===== src/rtl/hash_result_scan_if.sv =====
// Single-port memory bus shared between the result scanner (master) and the result RAM (slave).
interface hash_result_scan_if;
   logic        mem_clk;
   logic        mem_we;
   logic [15:0] mem_addr;
   logic [31:0] mem_write_data;
   logic [31:0] mem_read_data;

   modport master (
      output mem_clk,
      output mem_we,
      output mem_addr,
      output mem_write_data,
      input  mem_read_data
   );

   modport slave (
      input  mem_clk,
      input  mem_we,
      input  mem_addr,
      input  mem_write_data,
      output mem_read_data
   );
endinterface


===== src/rtl/hash_result_scan.sv =====
// Scans NUM_NONCES H0 words for the minimum, compares it to target and writes a summary record.
// Define HASH_SCAN_COUNT_EN to add the hit_count output and a third record word.
module hash_result_scan #(
   parameter int NUM_NONCES = 16,
   parameter int IDX_W      = $clog2(NUM_NONCES)
) (
   input  logic                  clk,
   input  logic                  reset_n,
   input  logic                  start,
   input  logic [15:0]           result_addr,
   input  logic [15:0]           summary_addr,
   input  logic [31:0]           target,
   output logic                  done,
   output logic                  found,
   output logic [IDX_W-1:0]      best_nonce,
   output logic [31:0]           best_hash,
`ifdef HASH_SCAN_COUNT_EN
   output logic [IDX_W:0]        hit_count,
`endif
   hash_result_scan_if.master    mem
);

   typedef enum logic [2:0] {
      IDLE,
      PRIME,
      SCAN,
      WR_FLAG,
      WR_HASH,
      WR_COUNT,
      FIN
   } state_t;

   localparam logic [IDX_W-1:0] LAST_IDX = IDX_W'(NUM_NONCES - 1);

   function automatic logic [15:0] idx_to_16(input logic [IDX_W-1:0] idx);
      return 16'(idx);
   endfunction

   function automatic logic [31:0] flag_word(input logic hit, input logic [IDX_W-1:0] idx);
      return {hit, 15'b0, idx_to_16(idx)};
   endfunction

   state_t            state_q, state_d;
   logic              done_q, done_d;
   logic              found_q, found_d;
   logic [IDX_W-1:0]  best_nonce_q, best_nonce_d;
   logic [31:0]       best_hash_q, best_hash_d;
   logic              we_q, we_d;
   logic [15:0]       addr_q, addr_d;
   logic [31:0]       wdata_q, wdata_d;

   // Working scan registers; always re-initialised by an accepted start.
   logic [31:0]       min_q, min_d;
   logic [IDX_W-1:0]  idx_q, idx_d;
   logic [IDX_W-1:0]  rc_q, rc_d;

   logic [31:0]       word;
   logic              take;
   logic [31:0]       min_nx;
   logic [IDX_W-1:0]  idx_nx;
   logic              hit_nx;

`ifdef HASH_SCAN_COUNT_EN
   logic [IDX_W:0]    cnt_q, cnt_d;
   logic [IDX_W:0]    cnt_nx;
   logic [IDX_W:0]    hit_count_q, hit_count_d;
`endif

   assign word   = mem.mem_read_data;
   assign take   = word < min_q;
   assign min_nx = take ? word : min_q;
   assign idx_nx = take ? rc_q : idx_q;
   assign hit_nx = min_nx < target;
`ifdef HASH_SCAN_COUNT_EN
   assign cnt_nx = cnt_q + {{IDX_W{1'b0}}, (word < target)};
`endif

   always_comb begin
      state_d      = state_q;
      done_d       = 1'b0;
      found_d      = found_q;
      best_nonce_d = best_nonce_q;
      best_hash_d  = best_hash_q;
      we_d         = we_q;
      addr_d       = addr_q;
      wdata_d      = wdata_q;
      min_d        = min_q;
      idx_d        = idx_q;
      rc_d         = rc_q;
`ifdef HASH_SCAN_COUNT_EN
      cnt_d        = cnt_q;
      hit_count_d  = hit_count_q;
`endif
      case (state_q)
         IDLE: begin
            if (start) begin
               we_d    = 1'b0;
               addr_d  = result_addr;
               rc_d    = '0;
               min_d   = 32'hFFFF_FFFF;
               idx_d   = '0;
`ifdef HASH_SCAN_COUNT_EN
               cnt_d       = '0;
               hit_count_d = '0;
`endif
               state_d = PRIME;
            end
         end
         PRIME: begin
            addr_d  = addr_q + 16'd1;
            state_d = SCAN;
         end
         SCAN: begin
            min_d  = min_nx;
            idx_d  = idx_nx;
            rc_d   = rc_q + 1'b1;
            addr_d = addr_q + 16'd1;
`ifdef HASH_SCAN_COUNT_EN
            cnt_d  = cnt_nx;
`endif
            // Final word: results include this word and the flag write is launched.
            if (rc_q == LAST_IDX) begin
               best_hash_d  = min_nx;
               best_nonce_d = idx_nx;
               found_d      = hit_nx;
               we_d         = 1'b1;
               addr_d       = summary_addr;
               wdata_d      = flag_word(hit_nx, idx_nx);
`ifdef HASH_SCAN_COUNT_EN
               hit_count_d  = cnt_nx;
`endif
               state_d      = WR_FLAG;
            end
         end
         WR_FLAG: begin
            addr_d  = summary_addr + 16'd1;
            wdata_d = best_hash_q;
            state_d = WR_HASH;
         end
         WR_HASH: begin
`ifdef HASH_SCAN_COUNT_EN
            addr_d  = summary_addr + 16'd2;
            wdata_d = 32'(hit_count_q);
            state_d = WR_COUNT;
`else
            we_d    = 1'b0;
            done_d  = 1'b1;
            state_d = FIN;
`endif
         end
`ifdef HASH_SCAN_COUNT_EN
         WR_COUNT: begin
            we_d    = 1'b0;
            done_d  = 1'b1;
            state_d = FIN;
         end
`endif
         FIN: begin
            state_d = IDLE;
         end
         default: begin
            we_d    = 1'b0;
            state_d = IDLE;
         end
      endcase
   end

   always_ff @(posedge clk or negedge reset_n) begin
      if (!reset_n) begin
         state_q      <= IDLE;
         done_q       <= 1'b0;
         found_q      <= 1'b0;
         best_nonce_q <= '0;
         best_hash_q  <= '0;
         we_q         <= 1'b0;
         addr_q       <= '0;
         wdata_q      <= '0;
`ifdef HASH_SCAN_COUNT_EN
         hit_count_q  <= '0;
`endif
      end else begin
         state_q      <= state_d;
         done_q       <= done_d;
         found_q      <= found_d;
         best_nonce_q <= best_nonce_d;
         best_hash_q  <= best_hash_d;
         we_q         <= we_d;
         addr_q       <= addr_d;
         wdata_q      <= wdata_d;
`ifdef HASH_SCAN_COUNT_EN
         hit_count_q  <= hit_count_d;
`endif
      end
   end

   always_ff @(posedge clk) begin
      min_q <= min_d;
      idx_q <= idx_d;
      rc_q  <= rc_d;
`ifdef HASH_SCAN_COUNT_EN
      cnt_q <= cnt_d;
`endif
   end

   assign done               = done_q;
   assign found              = found_q;
   assign best_nonce         = best_nonce_q;
   assign best_hash          = best_hash_q;
`ifdef HASH_SCAN_COUNT_EN
   assign hit_count          = hit_count_q;
`endif
   assign mem.mem_clk        = clk;
   assign mem.mem_we         = we_q;
   assign mem.mem_addr       = addr_q;
   assign mem.mem_write_data = wdata_q;

endmodule


===== src/flat_wrapper.sv =====
// flat-port wrapper written by rule: the top's interface ports become plain ports
module hash_result_scan_flat 
#(
   parameter int NUM_NONCES = 16,
   parameter int IDX_W      = $clog2(NUM_NONCES)
)
  (clk, reset_n, start, result_addr, summary_addr, target, done, found, best_nonce, best_hash, mem_mem_clk, mem_mem_we, mem_mem_addr, mem_mem_write_data, mem_mem_read_data);
  hash_result_scan_if mem_i ();
  input  logic clk;
  input  logic reset_n;
  input  logic start;
  input  logic [15:0] result_addr;
  input  logic [15:0] summary_addr;
  input  logic [31:0] target;
  output logic done;
  output logic found;
  output logic [IDX_W-1:0] best_nonce;
  output logic [31:0] best_hash;
  output wire logic [$bits(mem_i.mem_clk)-1:0] mem_mem_clk;
  output wire logic [$bits(mem_i.mem_we)-1:0] mem_mem_we;
  output wire logic [$bits(mem_i.mem_addr)-1:0] mem_mem_addr;
  output wire logic [$bits(mem_i.mem_write_data)-1:0] mem_mem_write_data;
  input wire logic [$bits(mem_i.mem_read_data)-1:0] mem_mem_read_data;
  assign mem_mem_clk = mem_i.mem_clk;
  assign mem_mem_we = mem_i.mem_we;
  assign mem_mem_addr = mem_i.mem_addr;
  assign mem_mem_write_data = mem_i.mem_write_data;
  assign mem_i.mem_read_data = mem_mem_read_data;
  hash_result_scan #(.NUM_NONCES(NUM_NONCES), .IDX_W(IDX_W)) u_core (.clk(clk), .reset_n(reset_n), .start(start), .result_addr(result_addr), .summary_addr(summary_addr), .target(target), .done(done), .found(found), .best_nonce(best_nonce), .best_hash(best_hash), .mem(mem_i));
endmodule

===== config.mk =====
export PLATFORM = sky130hd
export DESIGN_NAME = hash_result_scan_flat
export DESIGN_NICKNAME = d
export VERILOG_FILES = /design/src/rtl/hash_result_scan_if.sv /design/src/rtl/hash_result_scan.sv /design/src/flat_wrapper.sv
export SDC_FILE = /design/constraint.sdc
export NUM_CORES = 1
export LEC_CHECK = 0
export CAP_MARGIN = 20
export CORE_MARGIN = 4
export CORE_UTILIZATION = 35
export CTS_BUF_LIST = sky130_fd_sc_hd__clkbuf_4 sky130_fd_sc_hd__clkbuf_8
export CTS_CLUSTER_SIZE = 28
export DETAILED_ROUTE_END_ITERATION = 7
export GPL_TIMING_DRIVEN = 1
export MAX_ROUTING_LAYER = met4
export PLACE_DENSITY = 0.65
export SETUP_SLACK_MARGIN = 0.4
export SLEW_MARGIN = 40
export SYNTH_ARGS = -nofsm -noshare
export SYNTH_HDL_FRONTEND = slang
export SYNTH_SLANG_ARGS = --single-unit

===== constraint.sdc =====
create_clock -name clk -period 6 [get_ports clk]
set_input_delay 1.2 -clock clk [delete_from_list [all_inputs] [get_ports clk]]
set_output_delay 1.2 -clock clk [all_outputs]
set_load 0.01 [all_outputs]

======== Word level (Yosys, flattened, before mapping) ========
Cells that the tools add are included.
storage, ports and cells
  input port bits ......................... 99
  output and inout bits ................... 88
  logic and storage cells ................. 55
  register bits ........................... 130
cells by class
  equal/unequal tests ..................... 8
  multiplexer cells ....................... 19
  reduce and logical (&&, ||, !) cells .... 11
  bitwise gates (word level) .............. 1
  add/sub/neg operators ................... 3
  $lt $le $gt $ge ......................... 2
operators with widths
  cell                                                                     count
  32-bit case mux with 2 select lines                                      2
  32-bit 2-to-1 mux                                                        3
  32-bit less-than comparator                                              2
  16-bit case mux with 4 select lines                                      1
  16-bit by 1-bit adder with 16-bit output, second input constant          2
  16-bit 2-to-1 mux                                                        2
  4-bit case mux with 2 select lines                                       2
  3-bit case mux with 5 select lines                                       1
  2-bit AND reduction                                                      5
  4-bit 2-to-1 mux                                                         2
  3-bit by 2-bit equality test with 1-bit output, second input constant    2
  3-bit equality test, second input constant                               2
  3-bit 2-to-1 mux                                                         2
  4-bit by 1-bit adder with 4-bit output, second input constant            1
  4-bit equality test, second input constant                               1
  2-bit nonzero test                                                       2
  4-bit nonzero test                                                       1
  3-bit by 1-bit equality test with 1-bit output, second input constant    1
  3-bit zero test                                                          1
  1-bit 2-to-1 mux                                                         3
  1-bit case mux with 3 select lines                                       1
  3-bit AND reduction                                                      1
  3-bit OR reduction                                                       1
  2-bit by 1-bit inequality test with 1-bit output, second input constant  1
  other kinds (2)                                                          2

======== Depth between registers and ports, before layout ========
  word-level depth ........................ 5
  mapped depth ............................ 21
  mapped depth without buffers ............ 19

==> impl_summary.txt <==
----------------------------------------------------
[Finish]
  Final design instance area without fill ... 0.0103 mm2
  Final cell count without fillers ... 1373
  Finished Core Util ... 48.4%
  Area grow syn2layout ... 34.2%
  Total area of multi-input combinational cells ... 0.00373 mm2
  Share of post-route cells with drive strength above 1 ... 5.46%
  Total of fill cells in the finished design ... 2084
  Antenna cells ... 0
  Register area ... 0.00345 mm2
  Layout net count ... 1249
  Most frequent standard cell in the layout excluding fill and tap cells ... clkdlybuf4s50_1
  Top library cells by usage in the layout, fill and taps aside ... 185 x clkdlybuf4s50_1, 166 x nand2_1, 98 x inv_1, 90 x dfrtp_1, 86 x o21ai_0

[CTS]
  Post-CTS setup buffers ... 0
  Clock slew at the register clock pins of the worst setup and hold paths ... 0.08 ns
  Hold buffer count at cts ... 0
  Resized Gates After CTS ... 0
  Clock Latency Late Sink ... 0.54 ns
  CTS tree ... done

[Timing]
  Clock skew ... 0.0183 ns
  Worst Tran Pin Value ... 0.719 ns
  Worst-case hold slack ... 0.480 ns
  Period utilization ... 87.6%
  Pins over their slew limit ... 0
  Maximum clock frequency ... 190 MHz
  Final Hold Violating Endpoints ... 0
  Worst-case headroom to the max-slew limit ... 51.9%
  Clock period minus final worst setup slack ... 5.26 ns
  Number of failing setup endpoints in the final timing report ... 0
  Worst setup slack after layout ... 0.745 ns
  RSZ-0062 raised after global routing ... false
  Post-Route Setup TNS ... 0 ns

[Critical path]
  Arrival time of the worst setup path ... 5.66 ns
  Setup slack of the worst register-to-register path ... 1.51 ns
  Launch instance of the worst register-to-register path ... u_core.min_q[17]
  Crit path from ... mem_mem_read_data[29]
  Kind of start point of the critical path ... input port
  Required @ worst endpoint ... 6.41 ns
  Type of the worst setup path ... input port to flip-flop
  Biggest fanout along the worst timing path ... 11
  Critical path endpoint category ... flip-flop

[Logic synthesis]
  Unique masters post-synth ... 51
  Part of the Yosys area used for sequential elements ... 44.9%
  Post-synth ARST share ... 69.2%
  Number of warnings issued by yosys ... 0
  Synth Instances ... 906
  Synthesized area divided by synthesized cell count ... 8.50 um2
  Yosys reg bits ... 130
  Total nets after synthesis ... 1070
  Number of synthesized flops with an enable pin ... 40
  Primary flip-flop cell chosen by synthesis mapping ... dfrtp_1
  Post-synth design cell area ... 0.00770 mm2

[Floorplan]
  Boundary Pins ... 187
  Die Area ... 0.0244 mm2
  Core Footprint ... 0.0214 mm2
  Standard-cell row count ... 53
  Chip width ... 156 um
  Vertical die dimension ... 156 um
  Initial cell density of the core ... 36.1%

[Routing]
  Remaining design rule violation count ... 0
  Number of search-and-repair iterations in the first detailed-routing pass ... 5
  Total length of routed wires ... 23.5 mm
  Vias ... 6943
  Drt first-iter violations ... 501
  Drt wl/cell ... 17.1 um
  Vias per std cell ... 5.06
  Detail Route Antenna Nets ... 0

[Power and ir drop]
  Highest ir drop seen on vdd ... 0.204 mV
  LEAKAGE ... 4.81 nW
  Power density normalized to cell area ... 504 mW/mm2
  Total Power ... 5.21 mW

[Global route]
  Number of antenna violations at the first check in global routing ... 0
  GRT Util Overall ... 19.8%
  GR Overflow Total ... 0
  Pin count of the biggest net entering global routing ... 66
  First-pass GRT wire length ... 36.8 mm
  Number of global-route vias before repair ... 6819

[Placement]
  GP Congestion ... 0.866
  Inst Count DP ... 1337
  Pre-CTS setup slack ... 0.0840 ns
  Number of buffers added on ports ... 186
  Sum of net half-perimeters after detailed placement ... 17.7 mm
  Post-Place Cell Area ... 0.00989 mm2

[Hold path]
  Hold/Removal Path Class ... flip-flop to flip-flop
  Worst min-delay path startpoint ... u_core.best_nonce[3]

[Run status]
  Outcome ... complete, no violations

[Flow run]
  Reported max-cap violation count ... 0

----------------------------------------------------
-- cell usage after synthesis, types with 3 or more instances --
cell        n  area (um2)
nand2_1   166         623
inv_1      98         368
dfrtp_1    90        2250
o21ai_0    86         430
nor2_1     69         259
ha_1       65         813
a21oi_1    60         300
edfxtp_1   40        1200
clkbuf_1   36         135
o21ai_1    33         165
nand3_1    16        80.1
and3_1     14        87.6
nor3_1     13        65.1
xor2_1     12         105
nand4_1     9        56.3
a21o_1      8        60.1
o22ai_1     8        50.1
buf_2       6        30.0
nand2b_1    6        37.5
a211oi_1    5        37.5
a221o_1     5        50.1
and2_1      5        31.3
a31oi_1     4        25.0
mux2i_1     4        40.0
nor3b_1     4        30.0
o21a_1      4        30.0
o31ai_1     4        30.0
and4_1      3        26.3
nor2b_1     3        18.8
nor4_1      3        18.8
or2_2       3        18.8
-- worst max-delay path, stage by stage --
cell             delay [ns]
clkdlybuf4s50_1        0.47
ha_1                   0.33
nand4_1                0.17
nor4_1                 0.51
and4_1                 0.46
a21oi_2                0.26
buf_4                  0.25
a21oi_1                0.30
inv_1                  0.11
ha_1                   0.32
nand4_1                0.10
nor2_1                 0.10
nand3_1                0.18
nor4_1                 0.33
o31ai_1                0.12
a31oi_1                0.28
o21ai_0                0.14
-- power by group --
part	internal (mW)	total, mW	switching, mW	leakage, nW
logic	1.20	2.64	1.45	3.20
clock network	0.438	0.813	0.376	0.222
registers	1.41	1.75	0.347	1.38
total	3.04	5.21	2.17	4.81
-- layer usage --
| layer | vias up | share of wire [%] | wire length [um] | global-route usage, % |
|---|---|---|---|---|
| met2 | 244 | 45 | 10500 | 29.9 |
| met3 | 18 | 7.3 | 1720 | 4.42 |
| li1 | 3457 | - | - | - |
| met4 | 0 | 1.5 | 359 | 5.29 |
| met5 | - | 0 | 0 | - |
| met1 | 3224 | 47 | 11000 | 27.0 |
-- state kept, by name (all words and copies together), names as in the netlist --
name                       count
u_core.best_nonce              4
u_core.idx_q                   4
u_core.min_q                  32
u_core.state_q                 3
u_core.best_hash              32
u_core.mem.mem_we              1
u_core.done                    1
u_core.rc_q                    4
u_core.mem.mem_write_data     32
u_core.mem.mem_addr           16
u_core.found                   1
-- final cells by class --
class                           instances  share of cell area (%)
Timing Repair Buffer                  199                    19.3
Sequential cell                       130                    33.4
Clock buffer                           23                    2.97
Tap cell                              275                    3.33
Inverter                               98                    3.56
Multi-Input combinational cell        635                    36.1
Clock inverter                         13                    1.33
-- final timing paths --
check,endpoint,cells past startpoint
setup / recovery,u_core.found,17
hold / removal,u_core.best_nonce[3],1
setup reg to reg,u_core.found,19
hold reg to reg,u_core.best_nonce[3],1
max in group asynchronous,u_core.best_nonce[1],2
min in group asynchronous,u_core.mem.mem_addr[13],1
-- cells by family after synthesis --
kind of cell,synth area share (%)
simple gates,17.8
compound gates,17.3
buf+inv,7.17
flops,44.9
fa+ha+maj,10.6
xor+xnor,1.59
mux,0.666
Power figures use the tool's default switching activity.
